--- src/rtl/seq_pkg.sv ---
// Shared types and encodings for the datapath sequencer: FSM states,
// instruction opcode/op constants and datapath select encodings.
package seq_pkg;
  typedef enum logic [2:0] {
    WAIT, DECODE, GET_A, GET_B, EXEC, WRITE_RD, WRITE_IMM
  } state_t;

  localparam logic [2:0] OPC_MOV = 3'b110;
  localparam logic [2:0] OPC_ALU = 3'b101;

  localparam logic [1:0] OP_MOV_REG = 2'b00;
  localparam logic [1:0] OP_MOV_IMM = 2'b10;

  localparam logic [1:0] ADD = 2'b00;
  localparam logic [1:0] CMP = 2'b01;
  localparam logic [1:0] AND = 2'b10;
  localparam logic [1:0] MVN = 2'b11;

  localparam logic [2:0] NSEL_RN   = 3'b100;
  localparam logic [2:0] NSEL_RD   = 3'b010;
  localparam logic [2:0] NSEL_RM   = 3'b001;
  localparam logic [2:0] NSEL_NONE = 3'b000;

  localparam logic [1:0] VSEL_C    = 2'b00;
  localparam logic [1:0] VSEL_IMM8 = 2'b01;
endpackage

--- src/rtl/datapath_sequencer_insn_decoder.sv ---
// Combinational instruction decode: IR fields, sign-extended immediates,
// the state that follows DECODE, and instruction class flags.
module insn_decoder
  import seq_pkg::*;
#(
  parameter int INSN_W = 16
) (
  input  logic [INSN_W-1:0] i_ir,
  output logic [1:0]        o_op,
  output logic [1:0]        o_shift,
  output logic [INSN_W-1:0] o_sximm5,
  output logic [INSN_W-1:0] o_sximm8,
  output state_t            o_next,
  output logic              o_movreg,
  output logic              o_cmp,
  output logic              o_illegal
);
  logic [2:0] w_opc;
  // Rn/Rd/Rm indices are muxed in the datapath; only nsel is driven here.
  logic [8:0] w_unused_regs;

  assign w_opc         = i_ir[15:13];
  assign o_op          = i_ir[12:11];
  assign o_shift       = i_ir[4:3];
  assign w_unused_regs = {i_ir[10:8], i_ir[7:5], i_ir[2:0]};
  assign o_sximm8      = {{(INSN_W-8){i_ir[7]}}, i_ir[7:0]};
  assign o_sximm5      = {{(INSN_W-5){i_ir[4]}}, i_ir[4:0]};
  assign o_movreg      = (w_opc == OPC_MOV) && (o_op == OP_MOV_REG);
  assign o_cmp         = (w_opc == OPC_ALU) && (o_op == CMP);

  always_comb begin
    o_next    = WAIT;
    o_illegal = 1'b1;
    if (w_opc == OPC_MOV && o_op == OP_MOV_IMM) begin
      o_next    = WRITE_IMM;
      o_illegal = 1'b0;
    end else if (o_movreg) begin
      o_next    = GET_B;
      o_illegal = 1'b0;
    end else if (w_opc == OPC_ALU) begin
      o_next    = (o_op == MVN) ? GET_B : GET_A;
      o_illegal = 1'b0;
    end
  end
endmodule

--- src/rtl/datapath_sequencer.sv ---
// Moore FSM that steps the register-file/ALU datapath through one
// instruction per start handshake; outputs depend only on state and IR.
module datapath_sequencer
  import seq_pkg::*;
#(
  parameter int INSN_W = 16
) (
  input  logic              clk,
  input  logic              reset_n,
  input  logic              s,
  input  logic [INSN_W-1:0] in,
  output logic              w,
  output logic              illegal,
  output logic [2:0]        nsel,
  output logic              loada,
  output logic              loadb,
  output logic              loadc,
  output logic              loads,
  output logic              asel,
  output logic              bsel,
  output logic [1:0]        vsel,
  output logic              write,
  output logic [1:0]        alu_op,
  output logic [1:0]        shift,
  output logic [INSN_W-1:0] sximm8,
  output logic [INSN_W-1:0] sximm5
);
  state_t            r_state, w_next;
  logic [INSN_W-1:0] r_ir;
  logic [1:0]        w_op, w_shift, w_alu;
  state_t            w_dec_next;
  logic              w_movreg, w_cmp, w_illegal;

  insn_decoder #(.INSN_W(INSN_W)) u_dec (
    .i_ir      (r_ir),
    .o_op      (w_op),
    .o_shift   (w_shift),
    .o_sximm5  (sximm5),
    .o_sximm8  (sximm8),
    .o_next    (w_dec_next),
    .o_movreg  (w_movreg),
    .o_cmp     (w_cmp),
    .o_illegal (w_illegal)
  );

  // MOV reg reuses the ALU as a pass-through: 0 + shifted B.
  assign w_alu = w_movreg ? ADD : w_op;

  always_ff @(posedge clk or negedge reset_n) begin
    if (!reset_n) begin
      r_state <= WAIT;
      r_ir    <= '0;
    end else begin
      r_state <= w_next;
      if (r_state == WAIT && s) r_ir <= in;
    end
  end

  always_comb begin
    w_next  = r_state;
    w       = 1'b0;
    illegal = 1'b0;
    nsel    = NSEL_NONE;
    loada   = 1'b0;
    loadb   = 1'b0;
    loadc   = 1'b0;
    loads   = 1'b0;
    asel    = 1'b0;
    bsel    = 1'b0;
    vsel    = VSEL_C;
    write   = 1'b0;
    alu_op  = ADD;
    shift   = 2'b00;
    case (r_state)
      WAIT: begin
        w = 1'b1;
        if (s) w_next = DECODE;
      end
      DECODE: begin
        illegal = w_illegal;
        w_next  = w_dec_next;
      end
      GET_A: begin
        nsel   = NSEL_RN;
        loada  = 1'b1;
        alu_op = w_alu;
        w_next = GET_B;
      end
      GET_B: begin
        nsel   = NSEL_RM;
        loadb  = 1'b1;
        alu_op = w_alu;
        shift  = w_shift;
        w_next = EXEC;
      end
      EXEC: begin
        loadc  = 1'b1;
        asel   = w_movreg;
        alu_op = w_alu;
        shift  = w_shift;
        loads  = w_cmp;
        w_next = w_cmp ? WAIT : WRITE_RD;
      end
      WRITE_RD: begin
        nsel   = NSEL_RD;
        vsel   = VSEL_C;
        write  = 1'b1;
        w_next = WAIT;
      end
      WRITE_IMM: begin
        nsel   = NSEL_RN;
        vsel   = VSEL_IMM8;
        write  = 1'b1;
        w_next = WAIT;
      end
      default: w_next = WAIT;
    endcase
  end
endmodule

--- config.mk ---
export PLATFORM = sky130hd
export DESIGN_NAME = datapath_sequencer
export DESIGN_NICKNAME = d
export VERILOG_FILES = /design/src/rtl/seq_pkg.sv /design/src/rtl/datapath_sequencer_insn_decoder.sv /design/src/rtl/datapath_sequencer.sv
export SDC_FILE = /design/constraint.sdc
export NUM_CORES = 1
export LEC_CHECK = 0
export CAP_MARGIN = 15
export CORE_UTILIZATION = 37
export CTS_CLUSTER_SIZE = 16
export DETAILED_ROUTE_END_ITERATION = 16
export PLACE_DENSITY = 0.8
export SETUP_SLACK_MARGIN = 0.4
export SYNTH_ARGS = -nofsm -noshare
export SYNTH_HDL_FRONTEND = slang
export SYNTH_SLANG_ARGS = --single-unit
--- constraint.sdc ---
create_clock -name clk -period 2.1 [get_ports clk]
set_clock_uncertainty 0.2 [all_clocks]
set_input_delay 0.42 -clock clk [delete_from_list [all_inputs] [get_ports clk]]
set_output_delay 0.42 -clock clk [all_outputs]
set_load 0.01 [all_outputs]
Word-level counts from Yosys, hierarchy flattened
Cells that the tools add are included.

word-level totals
  bits in registers = 19
  bits of input ports = 19
  logic and storage cells = 47

cells by class
  muxes and demuxes = 23
  reductions and logical operators = 10
  eq/ne operators = 12

operator list
  kind                  number
  $eq A3 B3 Y1 const B  5
  $mux W3               5
  $pmux W3 S5           1
  $mux W1               13
  $pmux W3 S3           1
  $eq A3 B2 Y1 const B  2
  $mux W2               3
  $reduce_or A2 Y1      3
  $eq A2 B2 Y1 const B  2
  $logic_and A1 B1 Y1   4
  $eq A3 B1 Y1 const B  1
  $logic_not A3 Y1      1
  $reduce_or A3 Y1      1
  $eq A2 B1 Y1 const B  1
  $logic_not A2 Y1      1
  $ne A2 B2 Y1 const B  1

Longest topological paths before layout
Gate-level depths: netlist (run 1).

  depth in word-level cells = 6
  gate-level depth with buffers = 4
  mapped depth without buffers = 4

Cells and area by module
From an unflattened synthesis (run 1), not the netlist that was laid out.

unflattened totals
  cells, all modules = 126
  area total of the unflattened synthesis = 1281.2 um^2

by module, submodules not included
  module              seq. area each (um^2)  area an instance (um^2)  cells an instance  times used
  datapath_sequencer  475.5                  938.4                    78                 1
  insn_decoder        0.0                    342.8                    48                 1

Worst setup path before layout (run 1)
OpenSTA, ideal clock, no wires.

  path type = flip-flop to output port
  start point = register r_state[1]
  end point = output port alu_op[0]
  arrival time = 1223 ps
  cell stages (with the launch flop) = 5
  setup slack = 257 ps
  path through = dfrtp_1 or3b_4 inv_2 a21oi_1 nor2b_1

between the ends
  cells in the longest elaborated chain, start to end = 3
  elaborated cells on any way between the ends = 5

RTL lines
  item                                                 RTL line                  RTL
  start: declaration                                   datapath_sequencer.sv:28  state_t r_state, w_next;
  start signal: assignment                             datapath_sequencer.sv:54  r_state <= w_next;
  $eq A3 B3 Y1 / $eq A3 B2 Y1 (equally long branches)  datapath_sequencer.sv:74  case (r_state)
  $reduce_or A3 Y1 (no source line) *                  --
  $mux W2 *                                            datapath_sequencer.sv:74
  end: declaration                                     datapath_sequencer.sv:23  output logic [1:0] alu_op,

Every way passes the cells marked *; elsewhere a longest branch is shown, timed or not.

Worst setup path in the final report (run 1)
  start point = register r_state[1]
  end point = output port loads

between the ends
  cells in the longest elaborated chain, start to end = 2

RTL lines
  item              RTL line                  RTL
  $eq A3 B3 Y1      datapath_sequencer.sv:74
  $mux W1           datapath_sequencer.sv:74
  end: declaration  datapath_sequencer.sv:18  output logic loads,

No other way between the ends.

==> results.txt, run 1 <==
* Status: finished, violations left
- The checks that failed: DRC, setup timing.
- Setup repair after global routing could not meet its margin everywhere.
- Met1 Resource Use GR: 0.199
- Arrival time of the worst setup path: about 1.5 ns
- The synthesized design contains 0 enable-type register cells.
- Layer with the highest usage after global routing: met2
- In the post-route analysis, the smallest setup slack over all paths is -0.0606 ns.
- Ys async rst share: 1.00
* Final cell utilization of the core: 0.627
* Largest fanout of any net on the critical path: 4
* Antenna cells: 0
- The min-delay analysis places its worst path in the category in -> async.
- Total of hold buffers inserted after clock tree synthesis: 0
- The detailed router finished its first iteration with 26 violations.
* Post-route total power: 2.95 mW
* Total global routing overflow: 0
- RePlAce Congestion: 0.810
- Routed wire length: 2810 um
- Placed cell count: 184
* Routed wire per std cell: 13.8 um
- WS Path Type: reg -> out
- The first global-routing pass estimated between 4000 and 5000 um of wire.
- Total GRT Usage: 0.178
- The clock drives 16 sinks.
- The max-slew violation total from the final report was 0.
* GR Util met3: 0.0431
- Startpoint type of the worst setup path: flop
- Final-report hold violation count: 0
- Number of antenna violations at the first check in global routing: 0
* Std-Cell Rows: 19
- Nets: 193
- The area growth from synthesis to layout is 57.4%.
- Cells along the critical path: or3b_4 -> inv_4 -> and4_4 -> buf_6
- CTS tree: built
- DR DRC count: 4
- The cell sitting at the root of the clock tree is a clkbuf_4.
- The worst-case IR drop observed on VDD is between 0.0007 and 0.0008 V.
- Setup violations remaining at the end of the flow were counted as 4.
- Max Clock Freq: 463 MHz
- After clock tree synthesis, the clock-pin slew on the worst setup and hold paths is 0.09 ns.
- For this run, the number of Yosys warnings is 0.
* Starting Density: 0.398
- In this run the vertical extent of the chip is around 57 um.
* Clock insertion delay at the later pin of the skew report: 0.28 ns
* Slowest cell on crit path: or3b_4
- In this run, CTS created clock tree buffers numbering 3.
- IO Port Bufs: 63
- The clock passes through at most 2 buffers.
* Crit end category: output pin
* CP top delay family: simple AND/OR/NAND/NOR gates
- Static leakage: 0.912 nW
* Maximum level of the CTS H-tree: 1
- Total power density per cell area: 1660 nW/um2
- Number of standard cells in the final layout excluding fillers: about 200
* Distinct cell type count of the synthesized netlist: 30
- The critical path contains buffers and inverters numbering 2 combined.
- Data required, critical path: 1.48 ns
* Max-Cap Viols: 0
* Proportion of synthesized chip area in sequential cells: 0.355
* Die Span X: 57.2 um
* Vias in the first global route: ~950
* Sum of net half-perimeters after detailed placement: 1850 um
- After synthesis the netlist holds a flip-flop and latch count of 16.
- Avg Vias per Cell: 4.73
- The largest single stage delay on the critical path is 0.43 ns.
* Met2 demand-to-capacity share in global routing: 0.353
* Count of boundary I/O pins: 69
* Mean Syn Cell Area: 10.5 um2
- In the synthesized netlist the dominant register cell turns out to be dfrtp_1.
* Pin count of the biggest net entering global routing: 17
* Synthesized area: 1130 um2
- Number of instances in the synthesized netlist: between 100 and 150
- Tcrit/Tclk final: 1.03
* Core area: 2830 um2
- First-pass iteration count of the detailed router: 10
* Post-DRT Antenna Nets: 0
- Of the cells placed in the final design, the portion with a size suffix greater than 1 is 0.659.
- For the finished layout, the period the worst path requires is roughly 2.2 ns.
* Detailed-route via count: ~960
* DIE AREA: 3270 um2
-- per-stage QoR --
| stage | setup TNS, ns | instance area (um2) | hold WS [ns] | setup WS [ns] |
|---|---|---|---|---|
| 3_5_place_dp | -0.910 | 1680 | 0.296 | -0.152 |
| 2_1_floorplan | 0 | 1150 | -0.0756 | 0.298 |
| 5_1_grt | -0.697 | 1770 | 0.250 | -0.119 |
| 3_3_place_gp | -0.735 | 1680 | 0.295 | -0.132 |
| 4_1_cts | -0.219 | 1840 | 0.247 | -0.0649 |
| 6_report | -0.203 | 1770 | 0.248 | -0.0606 |
-- power breakdown --
group / total (mW) / switching (mW) / internal (mW)
logic: 2.18 / 0.964 / 1.22
clock network: 0.162 / 0.0880 / 0.0736
registers: 0.603 / 0.129 / 0.475
total: 2.95 / 1.18 / 1.77
-- worst register-to-register path, delay by kind of cell (launching register included) --
family | cells | cell delay (ns)
buffers and inverters | 4 | 0.48
AND/OR/NAND/NOR | 1 | 0.43
AO/OA/AOI/OAI | 2 | 0.28
flip-flops | 1 | 0.41
-- logic make-up (layout without fill, tap and decap cells) --
| kind of cell | Yosys count | in the layout | synth area share |
|---|---|---|---|
| AOI/OAI and AO/OA | 11 | 11 | 0.0699 |
| buffers and inverters | 41 | 105 | 0.264 |
| DFF | 16 | 16 | 0.355 |
| muxes | 12 | 12 | 0.147 |
| other | 1 | 2 | 0.00333 |
| and+or+nand+nor | 26 | 27 | 0.161 |
-- placed cells by master, fill, tap and decap left out, types with 2 or more instances in the layout --
cell / netlist / final
nand3_1: 2 / 2
dfrtp_1: 16 / 11
nor2_2: 0 / 3
buf_4: 34 / 23
clkbuf_4: 0 / 3
mux2_4: 8 / 12
conb_1: 1 / 2
and2_4: 1 / 4
clkdlybuf4s50_1: 0 / 15
and3b_2: 2 / 3
and4_4: 0 / 2
dfrtp_2: 0 / 5
nor2_1: 6 / 3
inv_1: 5 / 5
a31o_2: 2 / 2
or3b_4: 1 / 2
nand2b_4: 0 / 2
clkbuf_2: 0 / 11
buf_2: 0 / 19
buf_6: 0 / 13
o21ai_0: 4 / 2
dlygate4sd2_1: 0 / 13
-- cells in the mapped netlist, types with 2 or more instances --
library cell,count,share of area
buf_4,34,0.23
dfrtp_1,16,0.36
mux2_4,8,0.11
nor2_1,6,0.020
inv_1,5,0.017
mux2_2,4,0.040
o21ai_0,4,0.018
a21oi_1,2,0.0089
a31o_2,2,0.016
and2_1,2,0.011
and3b_2,2,0.018
and4_2,2,0.018
nand2b_1,2,0.011
nand3_1,2,0.0089
-- layer usage --
layer	vias up	wire [um]
met2	38	1610
met4	0	18
met1	462	1060
met3	2	126
li1	462	-
met5	-	0
-- timing repair --
item / 4_1_cts / 5_1_grt
gates resized for setup: 147 / 32
pin swaps: 5 / 3
gates cloned: 1 / 0
setup buffers: 12 / 3
setup endpoints to repair: 60 / 52
-- cell type report --
class	count	area (um2)
Tap cell	31	38.8
Fill cell	251	1050
Multi-Input combinational cell	52	533
Clock buffer	4	26.3
Sequential cell	16	407
Inverter	6	25.0
Timing Repair Buffer	95	744
-- flip-flops by register name (all words and copies together) (netlist names) --
name / cells
r_state: 3
r_ir: 13
-- worst paths after layout --
check / from / to / slack, ns / cells after the start
worst max-delay path: r_state[1]$_DFFE_PN0P_ / loads / -0.06 / 4
max in group asynchronous: reset_n / r_ir[7]$_DFFE_PN0P_ / 1.26 / 2
worst min-delay path: reset_n / r_ir[13]$_DFFE_PN0P_ / 0.25 / 2
worst max register to register: r_state[1]$_DFFE_PN0P_ / r_state[0]$_DFFE_PN0P_ / 0.26 / 7
min in group clk: r_ir[5]$_DFFE_PN0P_ / r_ir[5]$_DFFE_PN0P_ / 0.32 / 1
worst min register to register: r_ir[5]$_DFFE_PN0P_ / r_ir[5]$_DFFE_PN0P_ / 0.32 / 1
No activity file was read; power rests on OpenSTA's default activity.
==> run 2, diff against run 1 <==
--- a/config.mk
+++ b/config.mk
@@ -10,6 +10,7 @@
 export CTS_CLUSTER_SIZE = 16
 export DETAILED_ROUTE_END_ITERATION = 16
 export PLACE_DENSITY = 0.8
+export REMOVE_ABC_BUFFERS = 1
 export SETUP_SLACK_MARGIN = 0.4
 export SYNTH_ARGS = -nofsm -noshare
 export SYNTH_HDL_FRONTEND = slang
==> constraint.sdc (replaced) <==
create_clock -name clk -period 2.1 [get_ports clk]
set_clock_uncertainty 0.2 [all_clocks]
set_input_delay 0.525 -clock clk [delete_from_list [all_inputs] [get_ports clk]]
set_output_delay 0.525 -clock clk [all_outputs]
set_load 0.01 [all_outputs]
==> run 2 against run 1 <==
Net effect: the run still ends with DRC, setup timing left; maximum frequency fell by 3.6%; clock power fell by 3%; clock-buffer cell count fell by 1; total power rose by 25%; sequential cell count did not move; setup slack got worse by 0.081 ns; design area rose by 17%; wire length rose by 19%; die area did not move; non-clock buffer count rose by 15; sequential share of layout area fell by 3.6 points; highest routed layer unchanged.
==> results.txt, run 2 (synthesis gave the netlist of run 1 again) <==
- The number of H-tree levels was 1 (unchanged).
- TritonCTS Buffers: 3 (unchanged)
- Clock Pin Slew Worst Setup and Hold Paths: 0.09 ns (about the same)
- The worst setup path is captured at an output pin.
* Max FFs per register: 13 (unchanged)
- Sum of net half-perimeters after detailed placement: 1930 um (+4.3%)
* Nets: 208 (+7.8%)
- The aggregate routed wire length came to 3350 um (+19%).
* IO Port Bufs: 63 (unchanged)
- The worst setup path is of the reg -> out kind.
- The final-report hold violation count is 0 (unchanged).
* Fill cell total of the finished layout: 204 (-19%)
- The largest buffer count on any clock path was 2 (unchanged).
- The post-route fraction of the period consumed by the critical path is 1.07 (+0.0386).
- The total overflow reported by the global router came to 0 (unchanged).
* Maximum VDD drop: 0.00102 V (+45%)
* Largest fanout of any net on the critical path: 4 (unchanged)
- The cell sitting at the root of the clock tree is a clkbuf_4.
- The count of antenna-violating nets left after detailed routing was 0 (unchanged).
* Core area: 2830 um2 (unchanged)
* Max Clock Freq: 446 MHz (-3.6%)
* Status: finished, violations left
- Data required, critical path: 1.37 ns (-0.11 ns)
- The number of global-route vias before repair was 1006 (+5.8%).
- The routed length per placed instance came to 15.4 um (+12%).
* Starting Density: 0.398 (unchanged)
- Leading cell type in the layout, fill and taps excluded: buf_6
* Share of final-layout standard cells stronger than drive strength 1: 0.701 (+0.0416)
* Wire length of the first global-routing pass: 4780 um (+8.3%)
- The number of placed I/O pins is 69 (unchanged).
- Clk sink count: 16 (unchanged)
* Final-layout worst hold slack: 0.325 ns (+0.0774 ns)
- In this run the most used layer during global routing was met2.
- Total power density per cell area: 1770 nW/um2 (+6.6%)
- Minimum clock period: 2.24 ns (+0.0811 ns)
- The last weighted congestion value of the routability-driven placer came to 0.808 (-0.30%).
* Startpoint type of the worst setup path: flop
- The final critical-path setup slack was -0.142 ns (-0.0811 ns).
* CTS tree: built
- Avg Vias per Cell: 4.83 (+2.3%)
- Number of antenna violations at the first check in global routing: 0 (unchanged)
* Chip height: 57.2 um (unchanged)
- Type of the most critical hold path: reg -> reg
* Final-report setup violation count: 8 (+4)
- Arrival time of the worst setup path: 1.52 ns (-0.02 ns)
* Min-delay src: r_ir[6]$_DFFE_PN0P_
- DIE AREA: 3270 um2 (unchanged)
- Count of pins over their slew limit: 0 (unchanged)
* Std-Cell Rows: 19 (unchanged)
- Most used cells in the layout excluding fill and tap cells: buf_6 (56), buf_4 (22), clkdlybuf4s50_1 (15)
* Final cell utilization of the core: 0.736 (+0.109)
* First-pass iteration count of the detailed router: 10 (unchanged)
- In the final layout, the registers with the most flip-flops are r_ir: 13 flops, r_state: 3 flops.
- Startpoint of the most critical setup path: r_state[1]$_DFFE_PN0P_
- The clock latency at the later pin of the worst-skew pair came to 0.28 ns (about the same).
- Total of hold buffers inserted after clock tree synthesis: 0 (unchanged)
* Reg2reg start: r_state[1]$_DFFE_PN0P_
* Die Span X: 57.2 um (unchanged)
* Met2 demand-to-capacity share in global routing: 0.368 (+0.0151)
* Area growth from synthesis to layout: 84.7%
* DR DRC count: 6 (+2)
- The routing usage on met1 is 0.216 (+0.0167).
- The diode insertion count for antenna repair is 0 (unchanged).
* Pin count of the biggest net entering global routing: 17 (unchanged)
* Unrepaired setup endpoints after global routing: yes
- Failing checks: DRC, setup timing
- Static leakage: 1.04 nW (+14%)
- The max capacitance violation total was 0 (unchanged).
* Initial drt markers: 32 (+23%)
- More flip-flops sit in one register than any other, and that register is r_ir.
- The total number of vias was 1054 (+9.3%).
- The met3 track demand over resource in global routing came to 0.0363 (-0.00680).
- The overall track demand over capacity in global routing was 0.193 (+0.0152).
run 2: cell count changes in the layout (fill, tap and decap cells not counted), sizes merged:
cell and change:
dlygate4sd2 -13, buf +33, clkdlybuf4s15 +6, clkbuf -12
run 2: worst paths after layout:
check	slack, ns	depth (start not counted)	endpoint
worst max-delay path	-0.14	4	asel
worst min-delay path	0.33	1	r_ir[6]$_DFFE_PN0P_
worst max register to register	0.08	8	r_ir[1]$_DFFE_PN0P_
worst min register to register	0.33	1	r_ir[6]$_DFFE_PN0P_
max in group asynchronous	1.12	2	r_ir[7]$_DFFE_PN0P_
min in group asynchronous	0.38	2	r_state[0]$_DFFE_PN0P_
run 2: cell type report:
type                    count  area (um2)  share of cell area
well taps                  31        38.8              0.0186
flip-flops and latches     16         403               0.194
repair buffers            110        1080               0.517
inverters                   6        25.0              0.0120
multi-input cells          52         517               0.248
clock buffers               3        22.5              0.0108
run 2: worst max-delay path, stage by stage (launching register included):
cell and delay, ns:
dfrtp_1 0.40, or3b_4 0.44, inv_4 0.09, and4_4 0.21
buf_6 0.10
run 2: layer usage:
metal | vias up | routed length, um
li1 | 491 | -
met1 | 508 | 1220
met2 | 51 | 1930
met3 | 4 | 188
met4 | 0 | 15
met5 | - | 0
run 2: timing repair:
| item | in CTS | in global routing |
|---|---|---|
| buffers inserted | 22 | 8 |
| pin swaps | 12 | 8 |
| cloned | 1 | 0 |
| endpoints found under the setup margin | 60 | 60 |
| resized for setup | 231 | 39 |
run 2: metrics by stage:
step	total power, mW	cell area, um2	worst slack, ns	TNS (ns)	std cells
after floorplan	1.44	856	-0.00723	-0.00723	73
final	3.69	2080	-0.142	-0.767	218
after global placement	2.57	1650	-0.212	-1.58	184
after CTS	3.21	1880	-0.140	-0.890	210
after global routing	3.87	2080	-0.205	-1.42	218
after detailed placement	2.63	1650	-0.248	-1.97	184
run 2: power by group:
part | internal (mW) | total (mW) | leakage, nW | switching [mW]
combinational | 1.79 | 2.94 | 0.834 | 1.15
clock | 0.0664 | 0.157 | 0.0138 | 0.0909
sequential | 0.471 | 0.590 | 0.191 | 0.119
